==> config.mk <==
export PLATFORM = sky130hd
export DESIGN_NAME = image_unblend1
export DESIGN_NICKNAME = d
export VERILOG_FILES = /design/src/rtl/image_pkg.sv /design/src/rtl/multiplier1.sv /design/src/rtl/image_unblend1.sv
export SDC_FILE = /design/constraint.sdc
export NUM_CORES = 1
export LEC_CHECK = 0
export BUFFER_PORTS_ARGS = -buffer_cell sky130_fd_sc_hd__buf_2
export CORE_UTILIZATION = 51
export CTS_CLUSTER_DIAMETER = 80
export DETAILED_ROUTE_END_ITERATION = 8
export PLACE_DENSITY = 0.79
export SLEW_MARGIN = 5
export SYNTH_ARGS = -nofsm -noshare
export SYNTH_HDL_FRONTEND = slang
export SYNTH_SLANG_ARGS = --single-unit
==> constraint.sdc <==
create_clock -name clk -period 1.8 [get_ports clk]
set_input_delay 0.09 -clock clk [delete_from_list [all_inputs] [get_ports clk]]
set_output_delay 0.09 -clock clk [all_outputs]
set_load 0.05 [all_outputs]
==> src/rtl/image_pkg.sv <==
// Shared pixel-path definitions for the two-image 50% blend encoder and decoder.
// clamp_recon turns the signed blend-minus-reference difference into {sat, pixel}.
package image_pkg;

  localparam int PIX_W          = 8;
  localparam int DEFAULT_PIXELS = 270000;
  localparam int DEFAULT_CNT_W  = 19;
  localparam logic [PIX_W-1:0] ALPHA_HALF = 8'h80;

  // The halved img1 term doubles back to a pixel; anything outside 0..127 clamps.
  function automatic logic [PIX_W:0] clamp_recon(input logic signed [PIX_W:0] d);
    logic [PIX_W:0] r;
    if (d < 0)
      r = {1'b1, 8'h00};
    else if (d > 9'sd127)
      r = {1'b1, 8'hFF};
    else
      r = {1'b0, d[6:0], 1'b0};
    return r;
  endfunction

endpackage

==> src/rtl/multiplier1.sv <==
// Approximate 8x8 unsigned multiplier: partial-product bits in the lowest
// columns are dropped. A single-bit multiplicand (e.g. 8'h80) stays exact.
module multiplier1 (
  input  logic [7:0]  a,
  input  logic [7:0]  b,
  output logic [15:0] y
);

  localparam int TRUNC = 6;

  always_comb begin
    y = '0;
    for (int i = 0; i < 8; i++) begin
      for (int j = 0; j < 8; j++) begin
        if (i + j >= TRUNC)
          y = y + ({15'b0, a[i] & b[j]} << (i + j));
      end
    end
  end

endmodule

==> src/rtl/image_unblend1.sv <==
// Streaming 50% blend decoder: img1 = 2*(blend - (img2*ALPHA)[15:8]) with clamping.
// Two-stage valid/ready pipeline with frame index, last flag and clamp statistics.
module image_unblend1
  import image_pkg::*;
#(
  parameter int PIXELS = DEFAULT_PIXELS,
  parameter int CNT_W  = DEFAULT_CNT_W,
  parameter logic [PIX_W-1:0] ALPHA = ALPHA_HALF
) (
  input  logic             clk,
  input  logic             rst,
  input  logic             in_valid,
  output logic             in_ready,
  input  logic [PIX_W-1:0] in_blend,
  input  logic [PIX_W-1:0] in_ref,
  output logic             out_valid,
  input  logic             out_ready,
  output logic [PIX_W-1:0] out_pixel,
  output logic             out_last,
  output logic [CNT_W-1:0] out_index,
  output logic [15:0]      sat_count,
  output logic             frame_done
);

  localparam logic [CNT_W-1:0] LAST_IDX = CNT_W'(PIXELS - 1);

  logic             s1_valid;
  logic [PIX_W-1:0] s1_blend;
  logic [PIX_W-1:0] s1_p;
  logic [CNT_W-1:0] s1_idx;
  logic [CNT_W-1:0] in_cnt;
  logic             out_sat;
  logic [15:0]      prod;
  logic             prod_lo_unused;
  logic             s2_adv;
  logic             in_xfer;
  logic             out_xfer;
  logic [PIX_W:0]   recon;

  // Same approximate multiplier as the encoder, so its error on the img2 term cancels.
  multiplier1 u_mult (
    .a (ALPHA),
    .b (in_ref),
    .y (prod)
  );

  assign prod_lo_unused = ^prod[7:0];

  assign s2_adv   = !out_valid || out_ready;
  assign in_ready = !rst && (!s1_valid || s2_adv);
  assign in_xfer  = in_valid && in_ready;
  assign out_xfer = out_valid && out_ready;
  assign recon    = clamp_recon($signed({1'b0, s1_blend}) - $signed({1'b0, s1_p}));

  always_ff @(posedge clk) begin
    if (rst) begin
      s1_valid <= 1'b0;
      s1_blend <= '0;
      s1_p     <= '0;
      s1_idx   <= '0;
      in_cnt   <= '0;
    end else begin
      if (in_ready)
        s1_valid <= in_valid;
      if (in_xfer) begin
        s1_blend <= in_blend;
        s1_p     <= prod[15:8];
        s1_idx   <= in_cnt;
        in_cnt   <= (in_cnt == LAST_IDX) ? '0 : in_cnt + 1'b1;
      end
    end
  end

  always_ff @(posedge clk) begin
    if (rst) begin
      out_valid <= 1'b0;
      out_pixel <= '0;
      out_last  <= 1'b0;
      out_index <= '0;
      out_sat   <= 1'b0;
    end else if (s2_adv) begin
      out_valid <= s1_valid;
      if (s1_valid) begin
        out_pixel <= recon[PIX_W-1:0];
        out_sat   <= recon[PIX_W];
        out_index <= s1_idx;
        out_last  <= (s1_idx == LAST_IDX);
      end
    end
  end

  // End of frame clears the clamp count even when the last pixel itself clamped.
  always_ff @(posedge clk) begin
    if (rst) begin
      sat_count  <= '0;
      frame_done <= 1'b0;
    end else begin
      frame_done <= out_xfer && out_last;
      if (out_xfer) begin
        if (out_last)
          sat_count <= '0;
        else if (out_sat && sat_count != 16'hFFFF)
          sat_count <= sat_count + 16'd1;
      end
    end
  end

endmodule

=== Word-level counts from Yosys, hierarchy flattened ===
Cells that the tools add are included.

* Output and inout port bits: 47
* Bits in registers: 102
* Input bits: 20
* Word-level logic and storage cells: 45

* Equal/unequal tests: 3
* Order comparisons: 2
* Muxes and demuxes: 5
* Reductions and logical operators: 13
* Add/subtract/negate cells: 10

{| class="wikitable"
|+ Operators with widths
! kind !! count
|-
| 19-bit == test (second input constant) || 2
|-
| 16-bit two-way mux || 2
|-
| 19-bit by 1-bit adder with 19-bit output (second input constant) || 1
|-
| 19-bit two-way mux || 1
|-
| 9-bit two-way mux || 2
|-
| 16-bit by 1-bit adder with 16-bit output (second input constant) || 1
|-
| 16-bit by 13-bit adder with 16-bit output || 1
|-
| 16-bit by 14-bit adder with 16-bit output || 1
|-
| 16-bit by 15-bit adder with 16-bit output || 1
|-
| 16-bit != test (second input constant) || 1
|-
| 12-bit by 12-bit adder with 13-bit output || 1
|-
| 11-bit by 11-bit adder with 12-bit output || 1
|-
| 10-bit by 10-bit adder with 11-bit output || 1
|-
| 8-bit by 9-bit adder with 10-bit output || 1
|-
| 9-bit by 8-bit > comparator with 1-bit output (second input constant) || 1
|-
| 9-bit by 1-bit < comparator with 1-bit output (second input constant) || 1
|-
| 8-bit by 8-bit subtractor with 9-bit output || 1
|-
| 1-bit logical AND || 5
|-
| 2-bit AND reduction || 2
|-
| 1-bit zero test || 3
|-
| 1-bit logical OR || 2
|-
| 2-bit nonzero test || 1
|}

=== Logic depth before layout (Yosys ltp) ===
* Depth after elaboration: 7
* Mapped depth: 9
* Depth with buffers taken out: 8

=== Cells and area by module ===
A second synthesis with hierarchy kept.

* Cells, all modules: 679
* Area total of the unflattened synthesis: 5744.3 µm²

{| class="wikitable"
|+ By module, submodules not included
! module !! sequential area each (µm²) !! times used !! area each (µm²) !! cells each
|-
| image_unblend1 || 2042.0 || 1 || 4424.2 || 532
|-
| multiplier1 || 0.0 || 1 || 1320.0 || 147
|}

=== Least setup slack after synthesis ===
OpenSTA, ideal clock, no wires.

* Path type: reg2reg
* Start: register sat_count[2]
* End: register sat_count[10]
* Setup time: 0.116 ns
* Slack: -0.350 ns
* Path buffers: 0
* Period minus slack after synthesis: 2.150 ns
* Required time: 1.684 ns
* Data arrival time: 2.033 ns
* Stages on the path, launching flop included: 6
* Cells stage by stage: dfxtp_1 > and4_1 > nand3_1 > a211oi_2 > a31oi_1 > a41o_1

* Cells in the longest elaborated chain, start to end: 4
* Elaborated cells between the ends (all ways): 7
* Classes of those cells: add/sub: 1; eq/ne: 1; mux: 2; reduce/logical: 3

{| class="wikitable"
|+ RTL lines
! element !! line !! RTL
|-
| start, declared || image_unblend1.sv:21 || <nowiki>output logic [15:0] sat_count,</nowiki>
|-
| start signal, assigned || image_unblend1.sv:103 || <nowiki>sat_count <= sat_count + 16'd1;</nowiki>
|-
| branches (longest 4 deep; another with 16-bit by 1-bit adder with 16-bit output) || - ||
|}

Several ways; the timed one is not identified. The select of a mux whose other input is x is not followed.
A chain may end at the register's enable or synchronous reset.

=== Worst setup path in the final report ===
* Start: register s1_p[5]
* End: register out_pixel[7]

* Cells in the longest elaborated chain, start to end: 4
* Elaborated cells between the ends (all ways): 5
* Classes of those cells: add/sub: 1; order compare: 2; mux: 2

{| class="wikitable"
|+ RTL lines
! element !! line !! RTL
|-
| start, declared || image_unblend1.sv:29 || <nowiki>logic [PIX_W-1:0] s1_p;</nowiki>
|-
| start signal, assigned || image_unblend1.sv:67 || <nowiki>s1_p <= prod[15:8];</nowiki>
|-
| 8-bit by 8-bit subtractor with 9-bit output * || image_unblend1.sv:53 || <nowiki>assign recon = clamp_recon($signed({1'b0, s1_blend}) - $signed({1'b0, s1_p}));</nowiki>
|-
| 9-bit by 8-bit > comparator with 1-bit output || image_pkg.sv:15 || <nowiki>else if (d > 9'sd127)</nowiki>
|-
| 9-bit two-way mux || image_pkg.sv:15 ||
|-
| 9-bit two-way mux * || image_pkg.sv:13 || <nowiki>if (d < 0)</nowiki>
|-
| end signal, assigned || image_unblend1.sv:84 || <nowiki>out_pixel <= recon[PIX_W-1:0];</nowiki>
|-
| end, declared || image_unblend1.sv:18 || <nowiki>output logic [PIX_W-1:0] out_pixel,</nowiki>
|}

Every way passes the cells marked *; elsewhere a longest branch is shown, timed or not.

==> parameters.txt <==
Parameter                              Value

Finish
  Layout Utilization    70.35%
  Cell Count, Final, Fillers Out    778
  Layout cells sized above 1    28.38%
  Number of fill cells in the layout    604
  Layout Area Growth over Synthesis    31.70%
  # nets final    699
  N_diodes    0

Timing
  Measured slew at the worst slew-check pin    0.5351 ns
  Unrepaired setup endpoints after global routing    yes
  Setup violation total in the final timing report    24
  Remaining max-slew budget at the tightest pin    63.83%
  Number of pins with negative max-slew slack in the final report    0
  Final Hold Fails    0
  Peak Freq    524.1 MHz
  Setup clock skew after layout    0.01640 ns
  Fin worst setup slack    -0.1080 ns
  Final worst path period share    106.0%
  Setup TNS    -0.5177 ns
  Worst-case hold slack    0.1093 ns
  Minimum clock period after layout    1.908 ns

Setup path
  Kind of end point of the critical path    register
  Arr. time, crit path    2.21 ns
  Delay-heaviest family, CP    compound AO/OA/AOI/OAI gates
  Setup CP Type    register to register
  Data required time at the worst endpoint    2.10 ns
  Most common cell on crit path    o21ai_4
  WP buf/inv    1
  Critical Path Fanout Max    6
  Type of origin of the critical path    register
  Critical path's slowest cell    a2111oi_4
  Critical path's largest stage delay    0.53 ns
  Critical path cell sequence    inv_1 -> ha_2 -> o21ai_4 -> a2111oi_4 -> o21ai_4 -> o21bai_1 -> o211ai_1

Global route
  Pin count of the biggest net entering global routing    27
  GRT Total Usage    26.29%
  Wire length of the first global-routing pass    18540 um
  Number of antenna violations at the first check in global routing    0
  Global route overflow    0
  Via count of the first global-routing pass    4076

Clock network
  Clock tree from TritonCTS    done
  Buffer cell driving the clock tree root    clkbuf_8
  Number of buffers created by CTS    9
  H-tree depth    3
  Clock latency on the worst-skew pair    0.38 ns
  Buffer depth of the longest clock path    2
  Number of clock sinks    101
  Clock slew seen by the registers of the worst setup and hold paths    0.11 ns

Flow run
  Number of maximum-capacitance constraint violations    0

Pwr
  Worst IR drop on VDD    0.3602 mV
  Reported leakage power    2.412 nW
  PwrDens    800.3 mW/mm2

Run status
  Failing checks    setup timing
  Status    complete, but fails checks

Placement
  Count of buffers inserted at the top-level ports    65
  DPL Wire Length    7785 um
  Number of placed instances with taps included    741
  Gpl congestion    0.9116

Synth
  Syn nets    578
  Synthesized netlist cell count    547
  Post-synth EDFFs    0
  Async set or reset register ratio after synthesis    0%
  FF+latch count, synth    101
  Avg Synthesized Cell Area    8.104 um2
  Number of library cell types mapped by synthesis    49
  Most used DFF post-synth    dfxtp_1
  Proportion of synthesized chip area in sequential cells    45.61%
  Total of warnings raised by yosys    0
  Summed instance area of the synthesized netlist    0.004433 mm2

Drt
  Post-detailed-route wirelength per cell    15.84 um
  DRC errors left    0
  Total number of vias    4461
  Post-detailed-routing wire length    12330 um
  Via density per instance    5.734
  Number of iterations in the first detailed-routing pass    4
  Number of violations reported at the end of detailed-routing iteration 0    263
  Number of routed nets with antenna violations    0

Die
  Area of the die    0.009069 mm2
  Placement Rows    33
  Core area    0.008299 mm2
  I/O pin count    67
  Die Y-Extent    95.23 um
  Die X    95.23 um
  Effective utilization at floorplan    53.41%

Hold path
  Class of the tightest hold or removal check    input port to register
==> area by class of cell <==
class                      count  area, um2  share of cell area (%)
inverter                      16      60.06                   1.029
timing repair buffer         135      914.6                   15.67
tap                          105      131.4                   2.250
clock inverter                 6      53.80                  0.9216
clock buffer                  10      137.6                   2.357
multi-input combinational    405       2495                   42.73
sequential                   101       2046                   35.04
==> through the flow <==
step	power [mW]	setup slack [ns]	instance area, um2
global placement	3.028	-0.1246	5207
CTS	4.522	-0.06001	5667
floorplan	2.813	-0.08428	4469
global route	4.840	-0.2228	5838
detailed placement	3.049	-0.2002	5207
finish	4.672	-0.1080	5838
==> final timing paths <==
check / start / end / cells past startpoint / slack (ns)
worst max-delay path: s1_p[5]$_SDFFE_PP0P_ / out_pixel[7]$_SDFFE_PP0P_ / 7 / -0.11
worst min-delay path: out_ready / frame_done$_SDFF_PP0_ / 3 / 0.11
worst max register to register: s1_p[5]$_SDFFE_PP0P_ / out_pixel[7]$_SDFFE_PP0P_ / 7 / -0.11
worst min register to register: out_pixel[6]$_SDFFE_PP0P_ / out_pixel[6]$_SDFFE_PP0P_ / 2 / 0.45
==> cell usage in the layout, fill, tap and decap left out, drive strengths merged, types with 2 or more instances in the layout <==
master / instances
and4: 4
xor2: 12
nor4: 7
or3: 2
ha: 10
dfxtp: 101
o31a: 3
buf: 119
nand2: 125
nor2b: 5
and3: 8
nand3b: 2
or4: 4
inv: 19
o21a: 4
nor3: 8
o211ai: 4
nor2: 41
nand3: 45
nand4: 13
a21oi: 33
a2bb2oi: 2
o31ai: 11
o21ai: 20
dlygate4sd3: 16
a21o: 2
clkinv: 2
a31oi: 5
xnor2: 13
clkbuf: 10
o2111ai: 2
nor4b: 2
a211oi: 3
a211o: 2
nor4bb: 2
==> cell usage after synthesis (all sizes together) (6+ instances only) <==
cell type / instances / area, um2
xor2: 12 / 105.1
dfxtp: 101 / 2022
nand2: 125 / 469.2
a21oi: 33 / 165.2
nor3: 8 / 40.04
xnor2: 13 / 113.9
o31ai: 11 / 82.58
nor2: 41 / 153.9
and3: 8 / 50.05
clkbuf: 20 / 75.07
inv: 16 / 60.06
buf: 6 / 30.03
nand4: 13 / 81.33
ha: 10 / 125.1
nor4: 7 / 43.79
nand3: 45 / 225.2
o21ai: 19 / 106.4
==> where the power goes <==
| group | switching (mW) | internal (mW) |
|---|---|---|
| registers | 0.0480 | 2.29 |
| logic | 0.536 | 0.377 |
| clock network | 0.852 | 0.565 |
| total | 1.44 | 3.24 |
==> repair_timing <==
action	in CTS	in global routing
resized for setup	22	35
endpoints found under the hold margin	16	0
cloned	0	1
buffers inserted	2	2
hold buffers	16	0
pin swaps	9	16
setup endpoints to repair	26	29
==> flip-flops by register name (all words and copies together) (netlist names), 7 cells and up <==
register	cells
sat_count	16
in_cnt	19
s1_idx	19
s1_p	7
out_index	19
out_pixel	8
s1_blend	8
==> kinds of logic (layout without fill, tap and decap cells) <==
kind of cell	Yosys count	in the layout	share of synthesized area (%)
and+or+nand+nor	272	272	28.45
AOI/OAI and AO/OA	96	97	14.00
DFF	101	101	45.61
buffers and inverters	42	167	3.726
adders and majority gates	11	11	3.274
xor gates and xnor gates	25	25	4.939
==> worst reg2reg max path, stage by stage, from the launching register on <==
cell	delay [ns]
dfxtp_1	0.32
inv_1	0.05
ha_2	0.36
o21ai_4	0.09
a2111oi_4	0.53
o21ai_4	0.17
o21bai_1	0.21
o211ai_1	0.09
==> per-layer routing <==
metal | part of all wire [%] | global-route usage [%] | wire, um | vias to the layer above
li1 | - | - | - | 2139
met1 | 41 | 30.80 | 5048 | 2106
met2 | 50 | 45.95 | 6138 | 173
met3 | 5.5 | 4.785 | 675 | 43
met4 | 3.8 | 12.75 | 464 | 0
met5 | 0 | 0 | 0 | -
No activity file was read; power rests on OpenSTA's default activity.
